## config.mk

```make
export PLATFORM = sky130hd
export DESIGN_NAME = mem_access_stage_flat
export DESIGN_NICKNAME = d
export VERILOG_FILES = /design/src/rtl/mem_access_stage_if.sv /design/src/rtl/mem_access_stage.sv /design/src/flat_wrapper.sv
export SDC_FILE = /design/constraint.sdc
export NUM_CORES = 1
export LEC_CHECK = 0
export BUFFER_PORTS_ARGS = -buffer_cell sky130_fd_sc_hd__buf_2
export CORE_MARGIN = 2
export CORE_UTILIZATION = 35
export CTS_CLUSTER_SIZE = 12
export DETAILED_ROUTE_END_ITERATION = 8
export PLACE_DENSITY = 0.72
export RECOVER_POWER = 25
export SYNTH_ARGS = -nofsm -noshare
export SYNTH_HDL_FRONTEND = slang
export SYNTH_SLANG_ARGS = --single-unit
```

## constraint.sdc

```tcl
create_clock -name clk -period 1.83 [get_ports clk]
set_input_delay 0.366 -clock clk [delete_from_list [all_inputs] [get_ports clk]]
set_output_delay 0.366 -clock clk [all_outputs]
set_load 0.02 [all_outputs]
```

## src/rtl/mem_access_stage_if.sv

```systemverilog
// Bundle of the MEM stage's upstream handshake, data-memory ports and writeback handshake.
// The slave modport is the stage itself; the master modport is everything around it.
interface mem_access_stage_if #(
    parameter int unsigned NB_DATA_BUS = 32,
    parameter int unsigned NB_ADDRESS  = 6,
    parameter int unsigned NB_REG      = 5
);
    logic                   valid;
    logic                   ready;
    logic                   mem_read;
    logic                   mem_write;
    logic [1:0]             size;
    logic                   is_unsigned;
    logic [NB_ADDRESS-1:0]  addr;
    logic [NB_DATA_BUS-1:0] alu_result;
    logic [NB_DATA_BUS-1:0] store_data;
    logic [NB_REG-1:0]      rd;
    logic                   reg_write;

    logic [NB_ADDRESS-1:0]  mem_r_addr;
    logic                   mem_r_en;
    logic [1:0]             mem_r_addressing;
    logic [NB_DATA_BUS-1:0] mem_r_data;
    logic [NB_ADDRESS-1:0]  mem_w_addr;
    logic [NB_DATA_BUS-1:0] mem_w_data;
    logic                   mem_w_en;
    logic [1:0]             mem_w_addressing;

    logic                   wb_valid;
    logic                   wb_ready;
    logic [NB_DATA_BUS-1:0] wb_data;
    logic [NB_REG-1:0]      wb_rd;
    logic                   wb_reg_write;
    logic                   exc;

    modport slave (
        input  valid, mem_read, mem_write, size, is_unsigned, addr, alu_result, store_data,
               rd, reg_write, mem_r_data, wb_ready,
        output ready, mem_r_addr, mem_r_en, mem_r_addressing, mem_w_addr, mem_w_data,
               mem_w_en, mem_w_addressing, wb_valid, wb_data, wb_rd, wb_reg_write, exc
    );

    modport master (
        output valid, mem_read, mem_write, size, is_unsigned, addr, alu_result, store_data,
               rd, reg_write, mem_r_data, wb_ready,
        input  ready, mem_r_addr, mem_r_en, mem_r_addressing, mem_w_addr, mem_w_data,
               mem_w_en, mem_w_addressing, wb_valid, wb_data, wb_rd, wb_reg_write, exc
    );
endinterface

```

## src/rtl/mem_access_stage.sv

```systemverilog
// Pipeline MEM stage: accepts one instruction, runs the synchronous memory access,
// extends load data and hands the result to writeback over a valid/ready handshake.
module mem_access_stage #(
    parameter int unsigned NB_DATA_BUS = 32,
    parameter int unsigned NB_ADDRESS  = 6,
    parameter int unsigned NB_REG      = 5
) (
    input logic                clk,
    input logic                rst_n,
    mem_access_stage_if.slave  bus
);
    typedef enum logic [2:0] {StIdle, StRdIssue, StRdCapture, StWrIssue, StWb} state_e;

    state_e                 state_q, state_d;
    logic [NB_ADDRESS-1:0]  r_addr_q, r_addr_d, w_addr_q, w_addr_d;
    logic [1:0]             r_addressing_q, r_addressing_d, w_addressing_q, w_addressing_d;
    logic [NB_DATA_BUS-1:0] w_data_q, w_data_d, wb_data_q, wb_data_d;
    logic                   r_en_q, r_en_d, w_en_q, w_en_d;
    logic                   wb_valid_q, wb_valid_d, wb_reg_write_q, wb_reg_write_d;
    logic                   exc_q, exc_d, unsigned_q, unsigned_d;
    logic [NB_REG-1:0]      wb_rd_q, wb_rd_d;

    logic                   misaligned, illegal;
    logic [NB_DATA_BUS-1:0] load_ext;

    // Alignment/legality only matters when the instruction touches memory.
    always_comb begin
        misaligned = ((bus.size == 2'b01) && bus.addr[0]) ||
                     ((bus.size == 2'b11) && (bus.addr[1:0] != 2'b00));
        illegal    = (bus.mem_read || bus.mem_write) &&
                     ((bus.size == 2'b10) || (bus.mem_read && bus.mem_write) || misaligned);
    end

    always_comb begin
        load_ext = bus.mem_r_data;
        unique case (r_addressing_q)
            2'b00:   load_ext = {{(NB_DATA_BUS-8){~unsigned_q & bus.mem_r_data[7]}},
                                bus.mem_r_data[7:0]};
            2'b01:   load_ext = {{(NB_DATA_BUS-16){~unsigned_q & bus.mem_r_data[15]}},
                                bus.mem_r_data[15:0]};
            default: load_ext = bus.mem_r_data;
        endcase
    end

    always_comb begin
        state_d        = state_q;
        r_addr_d       = r_addr_q;
        w_addr_d       = w_addr_q;
        r_addressing_d = r_addressing_q;
        w_addressing_d = w_addressing_q;
        w_data_d       = w_data_q;
        wb_data_d      = wb_data_q;
        r_en_d         = 1'b0;
        w_en_d         = 1'b0;
        wb_valid_d     = wb_valid_q;
        wb_reg_write_d = wb_reg_write_q;
        exc_d          = exc_q;
        unsigned_d     = unsigned_q;
        wb_rd_d        = wb_rd_q;

        unique case (state_q)
            StIdle: begin
                if (bus.valid) begin
                    r_addr_d       = bus.addr;
                    w_addr_d       = bus.addr;
                    r_addressing_d = bus.size;
                    w_addressing_d = bus.size;
                    w_data_d       = bus.store_data;
                    unsigned_d     = bus.is_unsigned;
                    wb_rd_d        = bus.rd;
                    wb_reg_write_d = bus.reg_write;
                    wb_data_d      = '0;
                    exc_d          = 1'b0;
                    if (illegal) begin
                        state_d        = StWb;
                        wb_valid_d     = 1'b1;
                        exc_d          = 1'b1;
                        wb_reg_write_d = 1'b0;
                    end else if (bus.mem_read) begin
                        state_d = StRdIssue;
                        r_en_d  = 1'b1;
                    end else if (bus.mem_write) begin
                        state_d        = StWrIssue;
                        w_en_d         = 1'b1;
                        wb_reg_write_d = 1'b0;
                    end else begin
                        state_d    = StWb;
                        wb_valid_d = 1'b1;
                        wb_data_d  = bus.alu_result;
                    end
                end
            end
            StRdIssue:   state_d = StRdCapture;
            // Memory registered its data at the previous edge; take it on the way out.
            StRdCapture: begin
                wb_data_d  = load_ext;
                wb_valid_d = 1'b1;
                state_d    = StWb;
            end
            StWrIssue: begin
                wb_valid_d = 1'b1;
                state_d    = StWb;
            end
            StWb: begin
                if (bus.wb_ready) begin
                    wb_valid_d = 1'b0;
                    exc_d      = 1'b0;
                    state_d    = StIdle;
                end
            end
            default: state_d = StIdle;
        endcase
    end

    always_ff @(posedge clk or negedge rst_n) begin
        if (!rst_n) begin
            state_q        <= StIdle;
            r_addr_q       <= '0;
            w_addr_q       <= '0;
            r_addressing_q <= '0;
            w_addressing_q <= '0;
            w_data_q       <= '0;
            wb_data_q      <= '0;
            r_en_q         <= 1'b0;
            w_en_q         <= 1'b0;
            wb_valid_q     <= 1'b0;
            wb_reg_write_q <= 1'b0;
            exc_q          <= 1'b0;
            unsigned_q     <= 1'b0;
            wb_rd_q        <= '0;
        end else begin
            state_q        <= state_d;
            r_addr_q       <= r_addr_d;
            w_addr_q       <= w_addr_d;
            r_addressing_q <= r_addressing_d;
            w_addressing_q <= w_addressing_d;
            w_data_q       <= w_data_d;
            wb_data_q      <= wb_data_d;
            r_en_q         <= r_en_d;
            w_en_q         <= w_en_d;
            wb_valid_q     <= wb_valid_d;
            wb_reg_write_q <= wb_reg_write_d;
            exc_q          <= exc_d;
            unsigned_q     <= unsigned_d;
            wb_rd_q        <= wb_rd_d;
        end
    end

    // Ready is gated by reset so upstream never sees a transfer window while held in reset.
    assign bus.ready            = (state_q == StIdle) && rst_n;
    assign bus.mem_r_addr       = r_addr_q;
    assign bus.mem_r_en         = r_en_q;
    assign bus.mem_r_addressing = r_addressing_q;
    assign bus.mem_w_addr       = w_addr_q;
    assign bus.mem_w_data       = w_data_q;
    assign bus.mem_w_en         = w_en_q;
    assign bus.mem_w_addressing = w_addressing_q;
    assign bus.wb_valid         = wb_valid_q;
    assign bus.wb_data          = wb_data_q;
    assign bus.wb_rd            = wb_rd_q;
    assign bus.wb_reg_write     = wb_reg_write_q;
    assign bus.exc              = exc_q;
endmodule

```

## src/flat_wrapper.sv

```systemverilog
// flat-port wrapper written by rule: the top's interface ports become plain ports
module mem_access_stage_flat 
#(
    parameter int unsigned NB_DATA_BUS = 32,
    parameter int unsigned NB_ADDRESS  = 6,
    parameter int unsigned NB_REG      = 5
)
  (clk, rst_n, bus_valid, bus_mem_read, bus_mem_write, bus_size, bus_is_unsigned, bus_addr, bus_alu_result, bus_store_data, bus_rd, bus_reg_write, bus_mem_r_data, bus_wb_ready, bus_ready, bus_mem_r_addr, bus_mem_r_en, bus_mem_r_addressing, bus_mem_w_addr, bus_mem_w_data, bus_mem_w_en, bus_mem_w_addressing, bus_wb_valid, bus_wb_data, bus_wb_rd, bus_wb_reg_write, bus_exc);
  mem_access_stage_if #(.NB_DATA_BUS(NB_DATA_BUS), .NB_ADDRESS(NB_ADDRESS), .NB_REG(NB_REG)) bus_i ();
  input logic clk;
  input logic rst_n;
  input wire logic [$bits(bus_i.valid)-1:0] bus_valid;
  input wire logic [$bits(bus_i.mem_read)-1:0] bus_mem_read;
  input wire logic [$bits(bus_i.mem_write)-1:0] bus_mem_write;
  input wire logic [$bits(bus_i.size)-1:0] bus_size;
  input wire logic [$bits(bus_i.is_unsigned)-1:0] bus_is_unsigned;
  input wire logic [$bits(bus_i.addr)-1:0] bus_addr;
  input wire logic [$bits(bus_i.alu_result)-1:0] bus_alu_result;
  input wire logic [$bits(bus_i.store_data)-1:0] bus_store_data;
  input wire logic [$bits(bus_i.rd)-1:0] bus_rd;
  input wire logic [$bits(bus_i.reg_write)-1:0] bus_reg_write;
  input wire logic [$bits(bus_i.mem_r_data)-1:0] bus_mem_r_data;
  input wire logic [$bits(bus_i.wb_ready)-1:0] bus_wb_ready;
  output wire logic [$bits(bus_i.ready)-1:0] bus_ready;
  output wire logic [$bits(bus_i.mem_r_addr)-1:0] bus_mem_r_addr;
  output wire logic [$bits(bus_i.mem_r_en)-1:0] bus_mem_r_en;
  output wire logic [$bits(bus_i.mem_r_addressing)-1:0] bus_mem_r_addressing;
  output wire logic [$bits(bus_i.mem_w_addr)-1:0] bus_mem_w_addr;
  output wire logic [$bits(bus_i.mem_w_data)-1:0] bus_mem_w_data;
  output wire logic [$bits(bus_i.mem_w_en)-1:0] bus_mem_w_en;
  output wire logic [$bits(bus_i.mem_w_addressing)-1:0] bus_mem_w_addressing;
  output wire logic [$bits(bus_i.wb_valid)-1:0] bus_wb_valid;
  output wire logic [$bits(bus_i.wb_data)-1:0] bus_wb_data;
  output wire logic [$bits(bus_i.wb_rd)-1:0] bus_wb_rd;
  output wire logic [$bits(bus_i.wb_reg_write)-1:0] bus_wb_reg_write;
  output wire logic [$bits(bus_i.exc)-1:0] bus_exc;
  assign bus_i.valid = bus_valid;
  assign bus_i.mem_read = bus_mem_read;
  assign bus_i.mem_write = bus_mem_write;
  assign bus_i.size = bus_size;
  assign bus_i.is_unsigned = bus_is_unsigned;
  assign bus_i.addr = bus_addr;
  assign bus_i.alu_result = bus_alu_result;
  assign bus_i.store_data = bus_store_data;
  assign bus_i.rd = bus_rd;
  assign bus_i.reg_write = bus_reg_write;
  assign bus_i.mem_r_data = bus_mem_r_data;
  assign bus_i.wb_ready = bus_wb_ready;
  assign bus_ready = bus_i.ready;
  assign bus_mem_r_addr = bus_i.mem_r_addr;
  assign bus_mem_r_en = bus_i.mem_r_en;
  assign bus_mem_r_addressing = bus_i.mem_r_addressing;
  assign bus_mem_w_addr = bus_i.mem_w_addr;
  assign bus_mem_w_data = bus_i.mem_w_data;
  assign bus_mem_w_en = bus_i.mem_w_en;
  assign bus_mem_w_addressing = bus_i.mem_w_addressing;
  assign bus_wb_valid = bus_i.wb_valid;
  assign bus_wb_data = bus_i.wb_data;
  assign bus_wb_rd = bus_i.wb_rd;
  assign bus_wb_reg_write = bus_i.wb_reg_write;
  assign bus_exc = bus_i.exc;
  mem_access_stage #(.NB_DATA_BUS(NB_DATA_BUS), .NB_ADDRESS(NB_ADDRESS), .NB_REG(NB_REG)) u_core (.clk(clk), .rst_n(rst_n), .bus(bus_i));
endmodule
```

==> reports/qor.txt, run 1 <==
count of final setup violators -> 0
initial antenna violation count -> 0
gp weighted congestion -> 0.762
sequential share of the synthesized area -> 57.2%
highest clock rate -> 580 MHz
total CTS buffers -> 9
grt ovf -> 0
actual slew at the worst max-slew pin -> 1.16 ns
Gate Count Post-Synth -> 386
Async SR Flop Fraction -> 100%
drt first pass iters -> 4
Metal-1 WL -> 4430 um
Worst EP required -> 1.46 ns
status -> complete, no violations
Fillers -> 990
non-filler cells in the finished layout -> 720
TNS Setup -> 0 ns
Syn. warnings -> 0
worst-path fanout max -> 6
final hold vios -> 0
PortBufs -> 207
Worst-path clk slew -> 0.09 ns
startpoint types -> flip-flop
largest net degree at the start of global routing -> 87
Synth top cells by count -> nand2_1 (155), dfrtp_1 (86), a21oi_1 (27)
share of the synthesized area in the top cell type -> 57.2%
metal3 WL -> 955 um
area of the multi-input gates -> 1400 sq um
crit path kind -> flip-flop to output pin
Clk Latency, worst-skew pair -> 0.36 ns
area delta synth->final -> 36.1%
Yosys reg bits -> 86
io pins -> 208
Worst VDD drop -> 0.648 mV
CTS max path bufs -> 2
Root Driver -> clkbuf_8
Post-synth EDFFs -> 0
Vias -> 3522
Cell variety after synth -> 34
mapped cell area -> 3760 sq um
post-DR wirelength/cell -> 14.8 um
vias in the first global route -> 3419
CP Capture Type -> output pin
wire length of the first global-routing pass -> 16600 um
H-tree depth -> 3
clock skew -> 0.0111 ns
layout net count -> 696
Power Dens Cells -> 1650 nW/um^2
Max-cap violations -> 0
Die Width -> 108 um
Hold Crit Class -> primary input to flip-flop
final WL -> 10700 um
Initial Util -> 36.3%
num rows -> 37
arrival time worst endpoint -> 1.36 ns
share of layout cells above drive strength 1 -> 40.9%
top_reg_cell synth -> dfrtp_1
post-route ant nets -> 0
post-route minimum period -> 1.72 ns
CTS tree -> done
Std-Cell Core Area -> 10400 sq um
final core utilization -> 49.4%
static leakage -> 2.93 nW
DR iter-0 viols -> 282
Seq. cell area -> 2150 sq um
Final Cycle Share -> 94.2%
Clock Sinks -> 86
GRT Util Overall -> 18.2%
Mapped Nets -> 503
Die H -> 108 um
Vias per Instance -> 4.89
Rel. slew slack -> 22.6%
Final Max Slew Viols -> 0
RSZ-0062 raised after global routing -> no
Synth Area per Inst -> 9.75 sq um
count leader, synth -> nand2_1
top layer in use -> met4
top cell type by total area after synthesis -> dfrtp_1
DP Wirelength -> 7630 um
detailed-route DRC error count -> 0
Synth area leaders -> dfrtp_1 (57%), nand2_1 (15%), a221o_1 (6.6%)
die area -> 11600 sq um
placed cells -> 702
Antenna Cells -> 0
met2 wire length -> 5190 um
## layer usage
metal  global-route usage (%)  vias to the layer above
li1                         -                     1684
met2                     30.1                      170
met3                     5.33                        8
met4                     4.49                        0
met5                        0                        -
met1                     23.4                     1660
## cell type report
type,count,area share (%)
multi-input combinational,261,27.3
clock buffer,9,2.42
inverter,4,0.293
clock inverter,7,2.49
sequential,86,42.0
timing repair buffer,217,22.2
tap,136,3.32
## critical path, cell delays in order (launching register included)
cell and delay, ns:
dfrtp_1 0.49, nor2_4 0.19, and3_1 0.16, buf_2 0.16
## cell usage in the layout (no fill, tap or decap), types with 2 or more instances in the layout
cell,count
buf_4,7
clkbuf_8,9
o21ai_0,9
buf_12,2
a21oi_1,27
nor3_1,2
nand2_1,154
buf_2,206
inv_6,3
nor2_4,2
o22ai_1,2
or3_1,2
a221o_1,25
inv_1,3
a22o_1,10
a21o_1,9
and3_1,2
dfrtp_1,86
bufinv_16,3
## report_power, final
part | internal (mW) | switching [mW] | total (mW)
registers | 2.66 | 0.495 | 3.16
logic | 1.27 | 2.32 | 3.59
clock network | 0.932 | 0.748 | 1.68
total | 4.86 | 3.56 | 8.43
## kinds of logic after synthesis
logic type	after synthesis	share of synthesized area [%]
flops	86	57.2
buf+inv	39	6.11
mux	1	0.266
compound gates	85	16.6
simple gates	173	19.4
fa+ha+maj	1	0.266
xor+xnor	1	0.233
## final timing paths
kind	startpoint	endpoint	slack, ns	cells after the start
worst max-delay path	u_core.state_q[1]	bus_ready	0.11	3
worst min-delay path	bus_store_data[7]	u_core.bus.mem_w_data[7]	0.19	3
worst max register to register	u_core.state_q[1]	u_core.bus.wb_data[5]	0.16	4
worst min register to register	u_core.bus.mem_w_data[10]	u_core.bus.mem_w_data[10]	0.48	2
max in group asynchronous	rst_n	u_core.state_q[0]	0.64	2
min in group asynchronous	rst_n	u_core.bus.mem_w_en	0.49	2
## registers in the layout, indices dropped and copies added (netlist names)
register                     count
u_core.bus.mem_w_data           32
u_core.bus.wb_data              32
u_core.bus.mem_r_addr            6
u_core.bus.wb_rd                 5
u_core.state_q                   3
u_core.bus.mem_w_addressing      2
u_core.bus.exc                   1
u_core.bus.mem_r_en              1
u_core.bus.mem_w_en              1
u_core.bus.wb_reg_write          1
u_core.bus.wb_valid              1
u_core.unsigned_q                1
## through the flow
step / setup slack, ns / total power [mW] / area, sq um / hold WS [ns]
6_report: 0.107 / 8.43 / 5120 / 0.195
5_1_grt: 0.0113 / 8.99 / 5120 / 0.166
4_1_cts: 0.00101 / 8.53 / 5120 / 0.0864
3_5_place_dp: 0.0973 / 6.79 / 4860 / 0.457
3_3_place_gp: 0.158 / 6.72 / 4860 / 0.455
2_1_floorplan: 0.223 / 5.56 / 3760 / 0.0704
## repair_timing
action,in CTS,in global routing
hold buffers,0,0
gates resized for setup,0,2
buffers inserted,0,2
endpoints found under the setup margin,0,15
(Power assumes the default switching activity.)
==> run 2: changes to the inputs <==
==> constraint.sdc (replaced) <==
create_clock -name clk -period 1.83 [get_ports clk]
set_input_delay 0.183 -clock clk [delete_from_list [all_inputs] [get_ports clk]]
set_output_delay 0.183 -clock clk [all_outputs]
set_load 0.02 [all_outputs]
==> run 2 against run 1 <==
Count of clock-buffer cells in the layout grew 1. Maximum frequency is 1.1% higher. Clock skew is 0.00065 ns lower. Critical endpoint is now u_core.bus.wb_data[20]. Largest cell class unchanged.
==> reports/qor.txt, run 2 (synthesis gave the netlist of run 1 again) <==
total CTS buffers -> 9 (unchanged)
io pins -> 208 (unchanged)
Initial Util -> 36.3% (unchanged)
Place WS -> 0.133 ns (was 0.0973 ns)
CP Buf/Inv Count -> 0 (was 1)
CP Capture Type -> flip-flop (was output pin)
clock skew -> 0.0105 ns (was 0.0111 ns)
final hold vios -> 0 (unchanged)
final core utilization -> 49.6% (was 49.4%)
met2 wire length -> 5230 um (was 5190 um)
Die H -> 108 um (unchanged)
Vias -> 3505 (was 3522)
Final Max Slew Viols -> 0 (unchanged)
setup ws final -> 0.126 ns (was 0.107 ns)
Max-cap violations -> 0 (unchanged)
metal3 WL -> 909 um (was 955 um)
CTS max path bufs -> 2 (unchanged)
count of final setup violators -> 0 (unchanged)
Final Cycle Share -> 93.1% (was 94.2%)
top layer in use -> met4 (unchanged)
DR iter-0 viols -> 323 (was 282)
Std-Cell Core Area -> 10400 sq um (unchanged)
num rows -> 37 (unchanged)
crit path kind -> flip-flop to flip-flop (was flip-flop to output pin)
initial antenna violation count -> 0 (unchanged)
CP max stage cell -> nor4b_4 (was dfrtp_1)
drt first pass iters -> 4 (unchanged)
Clock Sinks -> 86 (unchanged)
Vias per Instance -> 4.83 (was 4.89)
Worst EP required -> 2.06 ns (was 1.46 ns)
grt ovf -> 0 (unchanged)
Hold Crit Class -> primary input to flip-flop (unchanged)
wire length of the first global-routing pass -> 16600 um (about the same)
post-DR wirelength/cell -> 14.8 um (about the same)
design area -> 5150 sq um (was 5120 sq um)
gp weighted congestion -> 0.762 (about the same)
vias in the first global route -> 3416 (was 3419)
Cell Area, Placed -> 4870 sq um (was 4860 sq um)
H-tree depth -> 3 (unchanged)
Root Driver -> clkbuf_8 (unchanged)
DP Wirelength -> 7620 um (was 7630 um)
Clk Latency, worst-skew pair -> 0.35 ns (was 0.36 ns)
Rel. slew slack -> 21.4% (was 22.6%)
highest clock rate -> 587 MHz (was 580 MHz)
post_cts resized -> 0 (unchanged)
most frequent cells in the layout -> buf_2 (206), nand2_1 (154), dfrtp_1 (86) (unchanged)
status -> complete, no violations (unchanged)
actual slew at the worst max-slew pin -> 1.18 ns (was 1.16 ns)
final WL -> 10700 um (about the same)
area delta synth->final -> 36.7% (was 36.1%)
Worst VDD drop -> 0.759 mV (was 0.648 mV)
TNS Setup -> 0 ns (unchanged)
PortBufs -> 207 (unchanged)
RSZ-0062 raised after global routing -> no (unchanged)
Metal-1 WL -> 4480 um (was 4430 um)
CTS tree -> done (unchanged)
Power Dens Cells -> 1600 nW/um^2 (was 1650 nW/um^2)
kind of cell adding the most delay to the critical path -> simple AND/OR/NAND/NOR gates (was flip-flops)
arrival time worst endpoint -> 1.94 ns (was 1.36 ns)
worst-path fanout max -> 16 (was 6)
Die Width -> 108 um (unchanged)
GRT Util Overall -> 18.1% (was 18.2%)
largest net degree at the start of global routing -> 87 (unchanged)
layout net count -> 701 (was 696)
detailed-route DRC error count -> 0 (unchanged)
post-route minimum period -> 1.70 ns (was 1.72 ns)
Critical Path, Cell by Cell -> nor4b_4, nor2_2, a221o_1 (was nor2_4, and3_1, buf_2)
slowest cell delay on critical path -> 0.51 ns (was 0.49 ns)
Worst-path clk slew -> 0.09 ns (about the same)
static leakage -> 2.95 nW (was 2.93 nW)
die area -> 11600 sq um (unchanged)
post-route ant nets -> 0 (unchanged)
Antenna Cells -> 0 (unchanged)
startpoint types -> flip-flop (unchanged)
most common cell after layout, fill and taps aside -> buf_2 (unchanged)
share of layout cells above drive strength 1 -> 40.7% (was 40.9%)
[run 2: cell type report]
| type | count | area [sq um] |
|---|---|---|
| fillers | 1002 | 5220 |
| repair buffers | 221 | 1190 |
| inverters | 4 | 15.0 |
| clock buffers | 10 | 138 |
| flip-flops and latches | 86 | 2150 |
| well taps | 136 | 170 |
| multi-input cells | 262 | 1400 |
| clock inverters | 6 | 83.8 |
[run 2: path summary, 6_finish.rpt]
kind	start	to	slack, ns	depth (start not counted)
max reg2reg	u_core.state_q[0]	u_core.bus.wb_data[20]	0.13	3
min	bus_rd[1]	u_core.bus.wb_rd[1]	0.02	3
max in group asynchronous	rst_n	u_core.bus.wb_valid	0.29	3
max	u_core.state_q[0]	u_core.bus.wb_data[20]	0.13	3
min in group asynchronous	rst_n	u_core.bus.mem_r_addr[0]	0.80	3
min reg2reg	u_core.bus.mem_w_data[26]	u_core.bus.mem_w_data[26]	0.47	2
[run 2: power by group]
group	internal, mW	switching [mW]
combinational	1.29	2.34
clock	0.805	0.673
sequential	2.66	0.483
[run 2: stage by stage]
step | power [mW] | hold slack (ns) | std cells
2_1_floorplan | 5.56 | -0.113 | 386
3_3_place_gp | 6.73 | 0.313 | 701
3_5_place_dp | 6.80 | 0.317 | 701
4_1_cts | 8.33 | 0.0000709 | 719
5_1_grt | 8.83 | 0.00187 | 725
6_report | 8.25 | 0.0212 | 725
[run 2: tightest hold or removal path, cell delays in order]
cell     delay [ns]
buf_2          0.08
nand2_1        0.04
nand2_1        0.04
[run 2: metal layers]
layer | track usage [%] | vias up
li1 | - | 1703
met3 | 4.84 | 9
met4 | 5.40 | 0
met1 | 23.4 | 1624
met2 | 29.8 | 169
met5 | 0 | -
[run 2: timing repair]
item	4_1_cts	5_1_grt
endpoints found under the hold margin	87	2
hold buffers	2	2
setup endpoints to repair	0	8
buffers inserted	0	3
==> run 3: changes to the inputs <==
CORE_UTILIZATION = 44   (was 35)
PLACE_DENSITY = 0.85   (was 0.72)
==> run 3 against run 2 <==
Clock skew is 0.0043 ns higher. First-iteration DRC count is 54% lower. Final area is 1.9% lower. Count of clock-buffer cells in the layout is 1 higher. Sequential power hardly changed. Critical path depth is 1 higher. Maximum frequency is 2.3% higher. Core utilization is 12 points higher. Hold slack worse by 0.0051 ns. Largest cell class unchanged. Register-to-register slack better by 0.04 ns.
==> reports/qor.txt, run 3 (synthesis gave the netlist of run 1 again) <==
CP Capture Type -> flip-flop (unchanged)
Post-CTS Setup Bufs -> 0 (unchanged)
static leakage -> 2.91 nW (was 2.95 nW)
Die H -> 96.5 um (was 108 um)
final WL -> 10400 um (was 10700 um)
Logic pwr share -> 44.1% (was 44.0%)
Final Max Slew Viols -> 0 (unchanged)
detailed-route DRC error count -> 0 (unchanged)
DR iter-0 viols -> 147 (was 323)
Max-cap violations -> 0 (unchanged)
Metal-1 WL -> 4440 um (was 4480 um)
share of layout cells above drive strength 1 -> 40.3% (was 40.7%)
crit path launch -> u_core.state_q[1] (was u_core.state_q[0])
sequential share of power -> 38.2% (was 38.1%)
Cell Area, Placed -> 4840 sq um (was 4870 sq um)
num rows -> 33 (was 37)
arrival time worst endpoint -> 1.94 ns (about the same)
io pins -> 208 (unchanged)
Fillers -> 712 (was 1002)
cell-internal power -> 4.71 mW (was 4.75 mW)
met2 wire length -> 4840 um (was 5230 um)
final hold vios -> 0 (unchanged)
worst-path fanout max -> 32 (was 16)
Power Dens Cells -> 1620 nW/um^2 (was 1600 nW/um^2)
R2R Setup Slk -> 0.16 ns (was 0.13 ns)
count of final setup violators -> 0 (unchanged)
die area -> 9310 sq um (was 11600 sq um)
Final Cycle Share -> 91.1% (was 93.1%)
hold path endpoint -> u_core.bus.mem_r_addr[4] (was u_core.bus.wb_rd[1])
TNS Setup -> 0 ns (unchanged)
grt ovf -> 0 (unchanged)
reg2reg end -> u_core.bus.wb_data[5] (was u_core.bus.wb_data[20])
hold_sp -> bus_addr[4] (was bus_rd[1])
post-route minimum period -> 1.67 ns (was 1.70 ns)
switching part of the total power -> 42.5% (was 42.4%)
Die Width -> 96.5 um (was 108 um)
initial antenna violation count -> 0 (unchanged)
Hold Crit Class -> primary input to flip-flop (unchanged)
actual slew at the worst max-slew pin -> 1.17 ns (was 1.18 ns)
gp weighted congestion -> 0.745 (was 0.762)
Seq. cell area -> 2150 sq um (unchanged)
Root Driver -> clkbuf_8 (unchanged)
top layer in use -> met4 (unchanged)
largest net degree at the start of global routing -> 87 (unchanged)
Vias per Instance -> 5.09 (was 4.83)
Std-Cell Core Area -> 8260 sq um (was 10400 sq um)
Initial Util -> 45.6% (was 36.3%)
metal3 WL -> 989 um (was 909 um)
Worst EP required -> 2.11 ns (was 2.06 ns)
post-route ant nets -> 0 (unchanged)
R2R depth -> 4 (was 3)
total CTS buffers -> 9 (unchanged)
crit path kind -> flip-flop to flip-flop (unchanged)
most common cell after layout, fill and taps aside -> buf_2 (unchanged)
GRT Util Overall -> 21.7% (was 18.1%)
CTS max path bufs -> 2 (unchanged)
Clk Latency, worst-skew pair -> 0.35 ns (about the same)
H-tree depth -> 3 (unchanged)
post-DR wirelength/cell -> 15.1 um (was 14.8 um)
Antenna Cells -> 0 (unchanged)
DP Wirelength -> 7540 um (was 7620 um)
CTS tree -> done (unchanged)
clock power share -> 17.7% (was 17.9%)
highest clock rate -> 600 MHz (was 587 MHz)
layout net count -> 697 (was 701)
RR Startpoint -> u_core.state_q[1] (was u_core.state_q[0])
Worst VDD drop -> 0.778 mV (was 0.759 mV)
clock skew -> 0.0147 ns (was 0.0105 ns)
area of the multi-input gates -> 1390 sq um (was 1400 sq um)
Vias -> 3512 (was 3505)
PortBufs -> 207 (unchanged)
RSZ-0062 raised after global routing -> no (unchanged)
vias in the first global route -> 3272 (was 3416)
wire length of the first global-routing pass -> 15600 um (was 16600 um)
status -> complete, no violations (unchanged)
startpoint types -> flip-flop (unchanged)
post_cts resized -> 0 (unchanged)
drt first pass iters -> 4 (unchanged)
Clock Sinks -> 86 (unchanged)
Hold Path Stages -> 3 (unchanged)
Net Switching -> 3.48 mW (was 3.50 mW)
most frequent cells in the layout -> buf_2 (206), nand2_1 (154), dfrtp_1 (86) (unchanged)
design area -> 5050 sq um (was 5150 sq um)
Min Hold Slack -> 0.0161 ns (was 0.0212 ns)
Worst-path clk slew -> 0.10 ns (was 0.09 ns)
area delta synth->final -> 34.1% (was 36.7%)
Rel. slew slack -> 22.1% (was 21.4%)
[run 3: cell types whose count changed in the layout (fill, tap and decap cells not counted), sizes merged]
cell	before	now
dlygate4sd3	4	1
inv	5	4
clkbuf	11	13
clkinvlp	0	2
clkinv	3	1
nor2	4	3
buf	216	215
[run 3: what timing repair did]
item | in CTS | in global routing
endpoints found under the setup margin | 0 | 1
hold buffers | 1 | 0
hold endpoints to repair | 86 | 0
[run 3: power groups by stage]
| stage | Clock (mW) | Combinational, mW | Sequential (mW) |
|---|---|---|---|
| finish | 1.45 | 3.62 | 3.13 |
| global route | 1.58 | 3.94 | 3.24 |
| CTS | 1.49 | 3.66 | 3.13 |
| detailed placement | 0 | 3.66 | 3.14 |
| global placement | 0 | 3.57 | 3.13 |
| floorplan | 0 | 1.51 | 4.04 |
[run 3: stage by stage]
stage	utilization [%]	cells	setup slack (ns)	power (mW)
after floorplan	-	386	0.223	5.56
after global placement	58.6	673	0.243	6.70
after detailed placement	58.6	673	0.166	6.81
after CTS	61.3	690	0.150	8.29
after global routing	61.2	690	0.0172	8.76
final	61.2	690	0.164	8.20
[run 3: final cells by class]
type	instances	area share, %
tap	105	2.60
sequential	86	42.6
clock buffer	11	2.60
timing repair buffer	218	22.7
multi-input combinational	261	27.6
inverter	4	0.297
clock inverter	5	1.66
[run 3: worst max-delay path by stage]
stage / end / slack [ns]
3_3_place_gp: u_core.bus.wb_data[0] / 0.24
6_report: u_core.bus.wb_data[5] / 0.16
5_1_grt: u_core.bus.wb_data[11] / 0.02
3_5_place_dp: u_core.bus.wb_data[5] / 0.17
4_1_cts: u_core.bus.wb_data[5] / 0.15
2_1_floorplan: u_core.bus.wb_data[21] / 0.22
[run 3: routing by layer]
| metal | track usage [%] | vias up |
|---|---|---|
| met1 | 27.3 | 1648 |
| met3 | 5.74 | 13 |
| met4 | 7.63 | 0 |
| met2 | 36.4 | 162 |
| met5 | 0 | - |
| li1 | - | 1689 |
[run 3: worst max-delay path, cell delays in order (launching register included)]
cell and delay, ns:
dfrtp_1 0.47, nor3b_4 0.20, nor2_4 0.61, a22o_1 0.23, a21o_1 0.09
